`src/rtl/stopwatch_pkg.sv`:
```
// rtl/stopwatch_pkg.sv - shared constants and BCD helpers for bcd_stopwatch
package stopwatch_pkg;

    localparam int DIGIT_W      = 4;
    localparam int SEC_ONES_MOD = 10;
    localparam int SEC_TENS_MOD = 6;
    localparam int MIN_MOD      = 10;

    localparam logic MODE_UP = 1'b0;
    localparam logic MODE_DN = 1'b1;

    // Digit 1 is the seconds-tens digit; every other position is decimal.
    function automatic int digit_mod(input int idx);
        if (idx == 0) return SEC_ONES_MOD;
        if (idx == 1) return SEC_TENS_MOD;
        return MIN_MOD;
    endfunction

    function automatic logic bcd_word_valid(input logic [63:0] word, input int n_digits);
        logic ok;
        ok = 1'b1;
        for (int i = 0; i < 16; i++) begin
            if (i < n_digits) begin
                if (word[i*DIGIT_W +: DIGIT_W] > 4'(digit_mod(i) - 1)) ok = 1'b0;
            end
        end
        return ok;
    endfunction

endpackage

```
`src/rtl/bcd_digit_cnt.sv`:
```
// rtl/bcd_digit_cnt.sv - one modulo-MOD BCD digit with carry/borrow outputs
module bcd_digit_cnt #(
    parameter int MOD = 10
) (
    input  logic       CLK,
    input  logic       RST,
    input  logic       en,
    input  logic       dn,
    input  logic       clr,
    input  logic       load,
    input  logic [3:0] load_val,
    output logic [3:0] q,
    output logic       carry_out,
    output logic       borrow_out
);

    localparam logic [3:0] MAX = 4'(MOD - 1);

    always_ff @(posedge CLK) begin
        if (RST || clr) begin
            q <= 4'd0;
        end else if (load) begin
            q <= load_val;
        end else if (en) begin
            if (dn) q <= (q == 4'd0) ? MAX : q - 4'd1;
            else    q <= (q == MAX) ? 4'd0 : q + 4'd1;
        end
    end

    // Carry/borrow are qualified by en so the next digit steps on the same edge.
    assign carry_out  = en & ~dn & (q == MAX);
    assign borrow_out = en &  dn & (q == 4'd0);

endmodule

```
`src/rtl/bcd_stopwatch.sv`:
```
// rtl/bcd_stopwatch.sv - MM:SS BCD up/down timer; lap capture under STOPWATCH_LAP_EN
module bcd_stopwatch
    import stopwatch_pkg::*;
#(
    parameter int  CLK_DIV    = 100_000_000,
    parameter int  MIN_DIGITS = 2,
    localparam int W          = 4 * (2 + MIN_DIGITS)
) (
    input  logic         CLK,
    input  logic         RST,
    input  logic         RUN,
    input  logic         MODE,
    input  logic         CLR,
    input  logic         LOAD,
    input  logic [W-1:0] LOAD_VAL,
    input  logic         LAP,
    output logic [W-1:0] DO,
    output logic         TICK,
    output logic         WRAP,
    output logic         DONE,
    output logic         LOAD_ERR,
    output logic [W-1:0] LAP_DO
);

    localparam int NDIG = 2 + MIN_DIGITS;
    localparam int PW   = $clog2(CLK_DIV);

    logic [PW-1:0]   presc;
    logic            halted, advance, term, load_ok, tick, dig_load;
    logic [NDIG-1:0] dig_en, carry, borrow;
    logic            unused_borrow_top;

    assign halted   = DONE & (MODE == MODE_DN);
    assign advance  = RUN & ~halted;
    assign term     = advance & (presc == PW'(CLK_DIV - 1));
    assign load_ok  = bcd_word_valid(64'(LOAD_VAL), NDIG);
    assign tick     = term & ~RST & ~CLR & ~LOAD;
    assign dig_load = ~CLR & LOAD & load_ok;

    // A rejected LOAD still freezes the prescaler for that cycle.
    always_ff @(posedge CLK) begin
        if (RST || CLR) begin
            presc <= '0;
        end else if (LOAD) begin
            if (load_ok) presc <= '0;
        end else if (advance) begin
            presc <= term ? '0 : presc + PW'(1);
        end
    end

    always_ff @(posedge CLK) begin
        if (RST || CLR) begin
            DONE <= 1'b0;
        end else if (LOAD && load_ok) begin
            DONE <= 1'b0;
        end else if (tick && MODE == MODE_DN && DO == W'(1)) begin
            DONE <= 1'b1;
        end
    end

    always_ff @(posedge CLK) begin
        if (RST) LOAD_ERR <= 1'b0;
        else     LOAD_ERR <= LOAD & ~CLR & ~load_ok;
    end

    assign dig_en[0] = tick;
    for (genvar g = 0; g < NDIG; g++) begin : g_digit
        if (g > 0) begin : g_chain
            assign dig_en[g] = carry[g-1] | borrow[g-1];
        end
        bcd_digit_cnt #(.MOD(digit_mod(g))) u_digit (
            .CLK        (CLK),
            .RST        (RST),
            .en         (dig_en[g]),
            .dn         (MODE),
            .clr        (CLR),
            .load       (dig_load),
            .load_val   (LOAD_VAL[g*4 +: 4]),
            .q          (DO[g*4 +: 4]),
            .carry_out  (carry[g]),
            .borrow_out (borrow[g])
        );
    end

    // Down-count wrap from zero is deliberately silent; only the up carry flags WRAP.
    assign TICK              = tick;
    assign WRAP              = carry[NDIG-1];
    assign unused_borrow_top = borrow[NDIG-1];

`ifdef STOPWATCH_LAP_EN
    always_ff @(posedge CLK) begin
        if (RST)      LAP_DO <= '0;
        else if (LAP) LAP_DO <= DO;
    end
`else
    logic unused_lap;
    assign unused_lap = LAP;
    assign LAP_DO     = '0;
`endif

endmodule

```
`config.mk`:
```
export PLATFORM = sky130hd
export DESIGN_NAME = bcd_stopwatch
export DESIGN_NICKNAME = d
export VERILOG_FILES = /design/src/rtl/stopwatch_pkg.sv /design/src/rtl/bcd_digit_cnt.sv /design/src/rtl/bcd_stopwatch.sv
export SDC_FILE = /design/constraint.sdc
export NUM_CORES = 1
export LEC_CHECK = 0
export CORE_MARGIN = 10
export CORE_UTILIZATION = 53
export CTS_CLUSTER_SIZE = 30
export DETAILED_ROUTE_END_ITERATION = 6
export PLACE_DENSITY = 0.81
export SETUP_SLACK_MARGIN = 0.02
export SLEW_MARGIN = 20
export SYNTH_ARGS = -nofsm -noshare
export SYNTH_HDL_FRONTEND = slang
export SYNTH_SLANG_ARGS = --single-unit
export TNS_END_PERCENT = 5
```
`constraint.sdc`:
```
create_clock -name CLK -period 2.6 [get_ports CLK]
set_clock_uncertainty 0.15 [all_clocks]
set_input_delay 0.26 -clock CLK [delete_from_list [all_inputs] [get_ports CLK]]
set_output_delay 0.26 -clock CLK [all_outputs]
set_load 0.01 [all_outputs]
```
# [Yosys cells after proc, flatten, opt, wreduce, memory -nomap -nowiden]
# Cells that the tools add are included.
[classes] n_addsub=9 order_cmp=4 eq_ne=7 mux=28 bitwise=32 reduce_logical=15
[op_table] op="$mux W27" count=4
[op_table] op="$mux W4" count=20
[op_table] op="$add A27 B1 Y27 const B" count=1
[op_table] op="$eq A27 B27 Y1 const B" count=1
[op_table] op="$and A1 B1 Y1" count=23
[op_table] op="$add A4 B1 Y4 const B" count=4
[op_table] op="$eq A16 B1 Y1 const B" count=1
[op_table] op="$logic_not A4 Y1" count=4
[op_table] op="$sub A4 B1 Y4 const B" count=4
[op_table] op="$eq A4 B4 Y1 const B" count=3
[op_table] op="$gt A4 B4 Y1 const B" count=3
[op_table] op="$reduce_bool A2 Y1" count=5
[op_table] op="$not A1 Y1" count=6
[op_table] op="$eq A4 B3 Y1 const B" count=1
[op_table] op="$gt A4 B3 Y1 const B" count=1
[op_table] op="$mux W1" count=4
[op_table] op="$logic_and A1 B1 Y1" count=3
[op_table] op="$or A1 B1 Y1" count=3
[op_table] op="$ne A2 B1 Y1 const B" count=1
[op_table] op="$reduce_and A2 Y1" count=1
[op_table] op="$reduce_or A2 Y1" count=1
[op_table] op="$logic_or A1 B1 Y1" count=1
[word_totals] register_bits=45 output_inout_bits=36

# [Longest topological paths before layout]
[depth] word_depth=18 depth_mapped=8 depth_no_buf=7

# [By module]
# From an unflattened synthesis, not the netlist that was laid out.
[unflattened] hier_cells=398 area_unflattened_um2=3151.8
[by_module_without_submodules] module="bcd_stopwatch" n_inst=1 cells_per_inst=229 area_per_inst_um2=1796.7
[by_module_without_submodules] module="bcd_digit_cnt (g_digit[0].u_digit ...)" n_inst=3 cells_per_inst=42 area_per_inst_um2=331.6
[by_module_without_submodules] module="bcd_digit_cnt (g_digit[1].u_digit)" n_inst=1 cells_per_inst=43 area_per_inst_um2=360.3

# [Least setup slack after synthesis]
# No wires, ideal clock.
[synth_timing] path_type="register to register" from="reg presc[9]" to="reg presc[22]" setup_time_ns=0.121 arrival_ns=2.147 path_slack_ns=0.182 stages_incl_launch_ff=8 period_less_slack_ns=2.418 path_cell_list="dfxtp_1 or4b_1 or4_4 nor3_4 or2_2 buf_6 o21ai_1 mux2_2"
[synth_between] elab_chain_len=5
[synth_lines] item="start, declared" line="bcd_stopwatch.sv:28" text="logic [PW-1:0] presc;"
[synth_lines] item="start signal, assigned" line="bcd_stopwatch.sv:47" text="presc <= term ? '0 : presc + PW'(1);"
[synth_lines] item="branches (longest 2 deep; another with $add A27 B1 Y27)"
[synth_lines] item="$mux W27 *" line="bcd_stopwatch.sv:47"
[synth_lines] item="$mux W27 *" line="bcd_stopwatch.sv:46" text="end else if (advance) begin"
[synth_lines] item="$mux W27 *" line="bcd_stopwatch.sv:44" text="end else if (LOAD) begin"
# Every way passes the cells marked *. The select of a mux whose other input is x is not followed.
# A chain may end at the register's enable or synchronous reset.

# [Worst setup path in the final report]
# Ends and elaborated chain as after synthesis.

==> results by group <==
Run status
  • Status: finished clean

Cells and area
  • Post-layout util: between 70% and 80%
  • Area Overhead vs Synth: 30.0%
  • Nets: 512
  • Final Non-Filler Cells: 561
  • Ant diodes: 0
  • Most frequent cells in the layout: buf_4 (59), dfxtp_1 (45), clkdlybuf4s50_1 (39)
  • Filler cell count: 435
  • FF/Latch Area: about 900 um^2
  • Final Cell Area: roughly 0.0040 mm^2
  • Share of layout cells above drive strength 1: 17.4%
  • Multi-input logic area: about 0.002 mm^2
  • Most common cell after layout, fill and taps aside: buf_4

Route
  • Drt via density: 6.02
  • 1st-pass router iterations: 5
  • DRT antenna net count: 0
  • Detailed Route Iter0 Violations: 272
  • WL per Instance: 16.5 um
  • Total number of vias: between 3k and 4k
  • DRC errors left: 0
  • Aggregate routed wire length: 9.26 mm

Die
  • # rows: 27
  • Core area: approximately 0.0056 mm^2
  • IO Pins: 59
  • Die Footprint: 0.00923 mm^2
  • Starting Density: 55.0%
  • Die width: 96.1 um
  • Die height: 96.1 um

Logic synthesis
  • Seq/Total Area, Yosys: between 20% and 30%
  • Gate Count Post-Synth: 408
  • Post-synth cell types: between 50 and 60
  • Primary FF master, synth: dfxtp_1
  • Post-synth ARST share: 0%
  • Synthesized area: 0.00307 mm^2
  • Post-synth EDFFs: 0
  • Mapped Avg Cell Area: 7.52 um^2
  • Yosys warns: 0
  • Yosys reg bits: between 40 and 50

Clock tree
  • Clock sinks: 45
  • CTS Buf Count: 5
  • Reg clk slew, reported paths: 90 ps
  • Post-CTS Hold Buffers: 0
  • CTS H-tree lvls: 2
  • Skew-Pair Late Insertion Delay: 310 ps
  • Clk root buf: clkbuf_8
  • CTS Buffer Depth: 2
  • CTS tree: built

Placed design
  • Routability congestion estimate from global placement: 0.924
  • Placed insts: 552
  • Pre-CTS setup slack: -260 ps
  • Placed Instance Area: 0.00384 mm^2
  • Port bufs: 41
  • Post-DP HPWL: 6.87 mm

Pwr
  • Pwr Density: 341 mW/mm^2
  • Tot Pwr: 1.36 mW
  • Reg power frac: about 51%
  • Net Switching: 0.346 mW
  • Sw frac: 25.5%
  • Logic gate share of total power: 12.1%
  • VDD IR max: approximately 0.19 mV
  • Cell-internal power: 1.01 mW
  • Leak pwr: between 1.5 and 2 nW
  • Clk pwr share: 36.8%

Timing
  • Final hold slack: about 370 ps
  • Period minus WS final: 2510 ps
  • Hold Vio Cnt, Final: 0
  • Minimum setup slack in the final design: 93.2 ps
  • Tcrit/Tclk final: between 90% and 100%
  • Fin. max-slew vios: 0
  • Setup-failing EPs final: 0
  • Total negative setup slack: 0 ps
  • F_max: 0.399 GHz

Setup path
  • Crit path capture type: flip-flop
  • Worst path required time: 2650 ps
  • Worst-path fanout max: 13
  • Critical path launch point type: flip-flop
  • Arr. time, crit path: 2560 ps
  • Reg2reg setup slack: 90 ps
  • R2r startpoint: presc[9]
  • Worst reg2reg path endpoint: presc[22]
  • R2r worst-path depth: 7
  • CP Class: reg2reg

Min path
  • HP Start: presc[25]
  • Worst Hold End: presc[25]
  • Cell depth of the worst hold path: 1
  • Hold Path Class: reg2reg

Global routing
  • Met2 Use GR: 31.9%
  • Largest net degree at the start of global routing: 27
  • Global routing's busiest layer: met2
  • Initial antenna violation count: 0
  • Global-route wire length before repair: between 10 and 15 mm
  • Met1 Use GR: 26.0%
  • Total track usage: 19.8%
  • Vias in the first global route: slightly above 3k
  • Met3 usage in global routing: 4.36%
  • Overflow after GRT: 0

Job
  • Max-Cap Viols: 0
-- layout make-up --
cell class,count,share of cell area (%)
Clock buffer,7,2.42
Clock inverter,1,0.220
Inverter,10,0.941
Multi-Input combinational cell,326,50.2
Sequential cell,45,22.6
Tap cell,72,2.26
Timing Repair Buffer,100,21.3
-- worst max-delay path, cell delays in order, from the launching register on --
cell,delay [ps]
dfxtp_1,320
buf_4,150
or4b_1,530
or4_4,450
nor3_4,210
or2_4,240
o21ai_1,90
mux2_2,270
-- power groups by stage --
stage / Combinational (mW) / Sequential [mW] / Clock, mW
floorplan: 0.0986 / 0.711 / 0
global placement: 0.156 / 0.710 / 0
detailed placement: 0.159 / 0.711 / 0
CTS: 0.160 / 0.694 / 0.508
global route: 0.179 / 0.695 / 0.537
finish: 0.165 / 0.695 / 0.501
-- Yosys cell counts, types with 10 or more instances --
| cell | instances | area share (%) |
|---|---|---|
| buf_4 | 16 | 3.9 |
| nand2_1 | 38 | 4.7 |
| and4_1 | 11 | 3.1 |
| nor3_1 | 15 | 2.4 |
| dfxtp_1 | 45 | 29 |
| nor2_1 | 23 | 2.8 |
| o21ai_0 | 28 | 4.6 |
| inv_1 | 10 | 1.2 |
| or3_1 | 10 | 2.0 |
| a31oi_1 | 16 | 3.3 |
| nand3_1 | 16 | 2.6 |
| clkbuf_1 | 20 | 2.4 |
| a21oi_1 | 30 | 4.9 |
-- layer usage --
| layer | vias up | part of all wire (%) |
|---|---|---|
| li1 | 1638 | - |
| met1 | 1584 | 44 |
| met2 | 138 | 47 |
| met3 | 16 | 7.0 |
| met4 | 0 | 1.8 |
| met5 | - | 0 |
-- registers in the layout, indices dropped and copies added (netlist names) --
name and flops:
LOAD_ERR 1, presc 27, DONE 1, g_digit.u_digit.q 16
-- how the worst max path moves through the flow --
stage	start	endpoint	slack, ps	cells after the start
2_1_floorplan	presc[9]	presc[22]	180	7
3_3_place_gp	MODE	WRAP	-180	8
3_5_place_dp	MODE	WRAP	-260	7
4_1_cts	MODE	WRAP	6	7
5_1_grt	presc[11]	WRAP	-10	6
6_report	presc[9]	presc[22]	90	7
-- cell families after synthesis --
group	share of synthesized area (%)
XOR/XNOR	2.86
AND/OR/NAND/NOR	32.4
buffers and inverters	8.65
flip-flops	29.4
AO/OA/AOI/OAI	23.2
other	0.122
multiplexers	3.02
adder cells (fa/ha/maj)	0.408
-- repair_timing --
item / CTS / global route
setup buffers: 1 / 0
setup endpoints to repair: 2 / 9
pin swaps: 2 / 4
resized for setup: 2 / 11
gates cloned: 0 / 0
(Power assumes the default switching activity.)
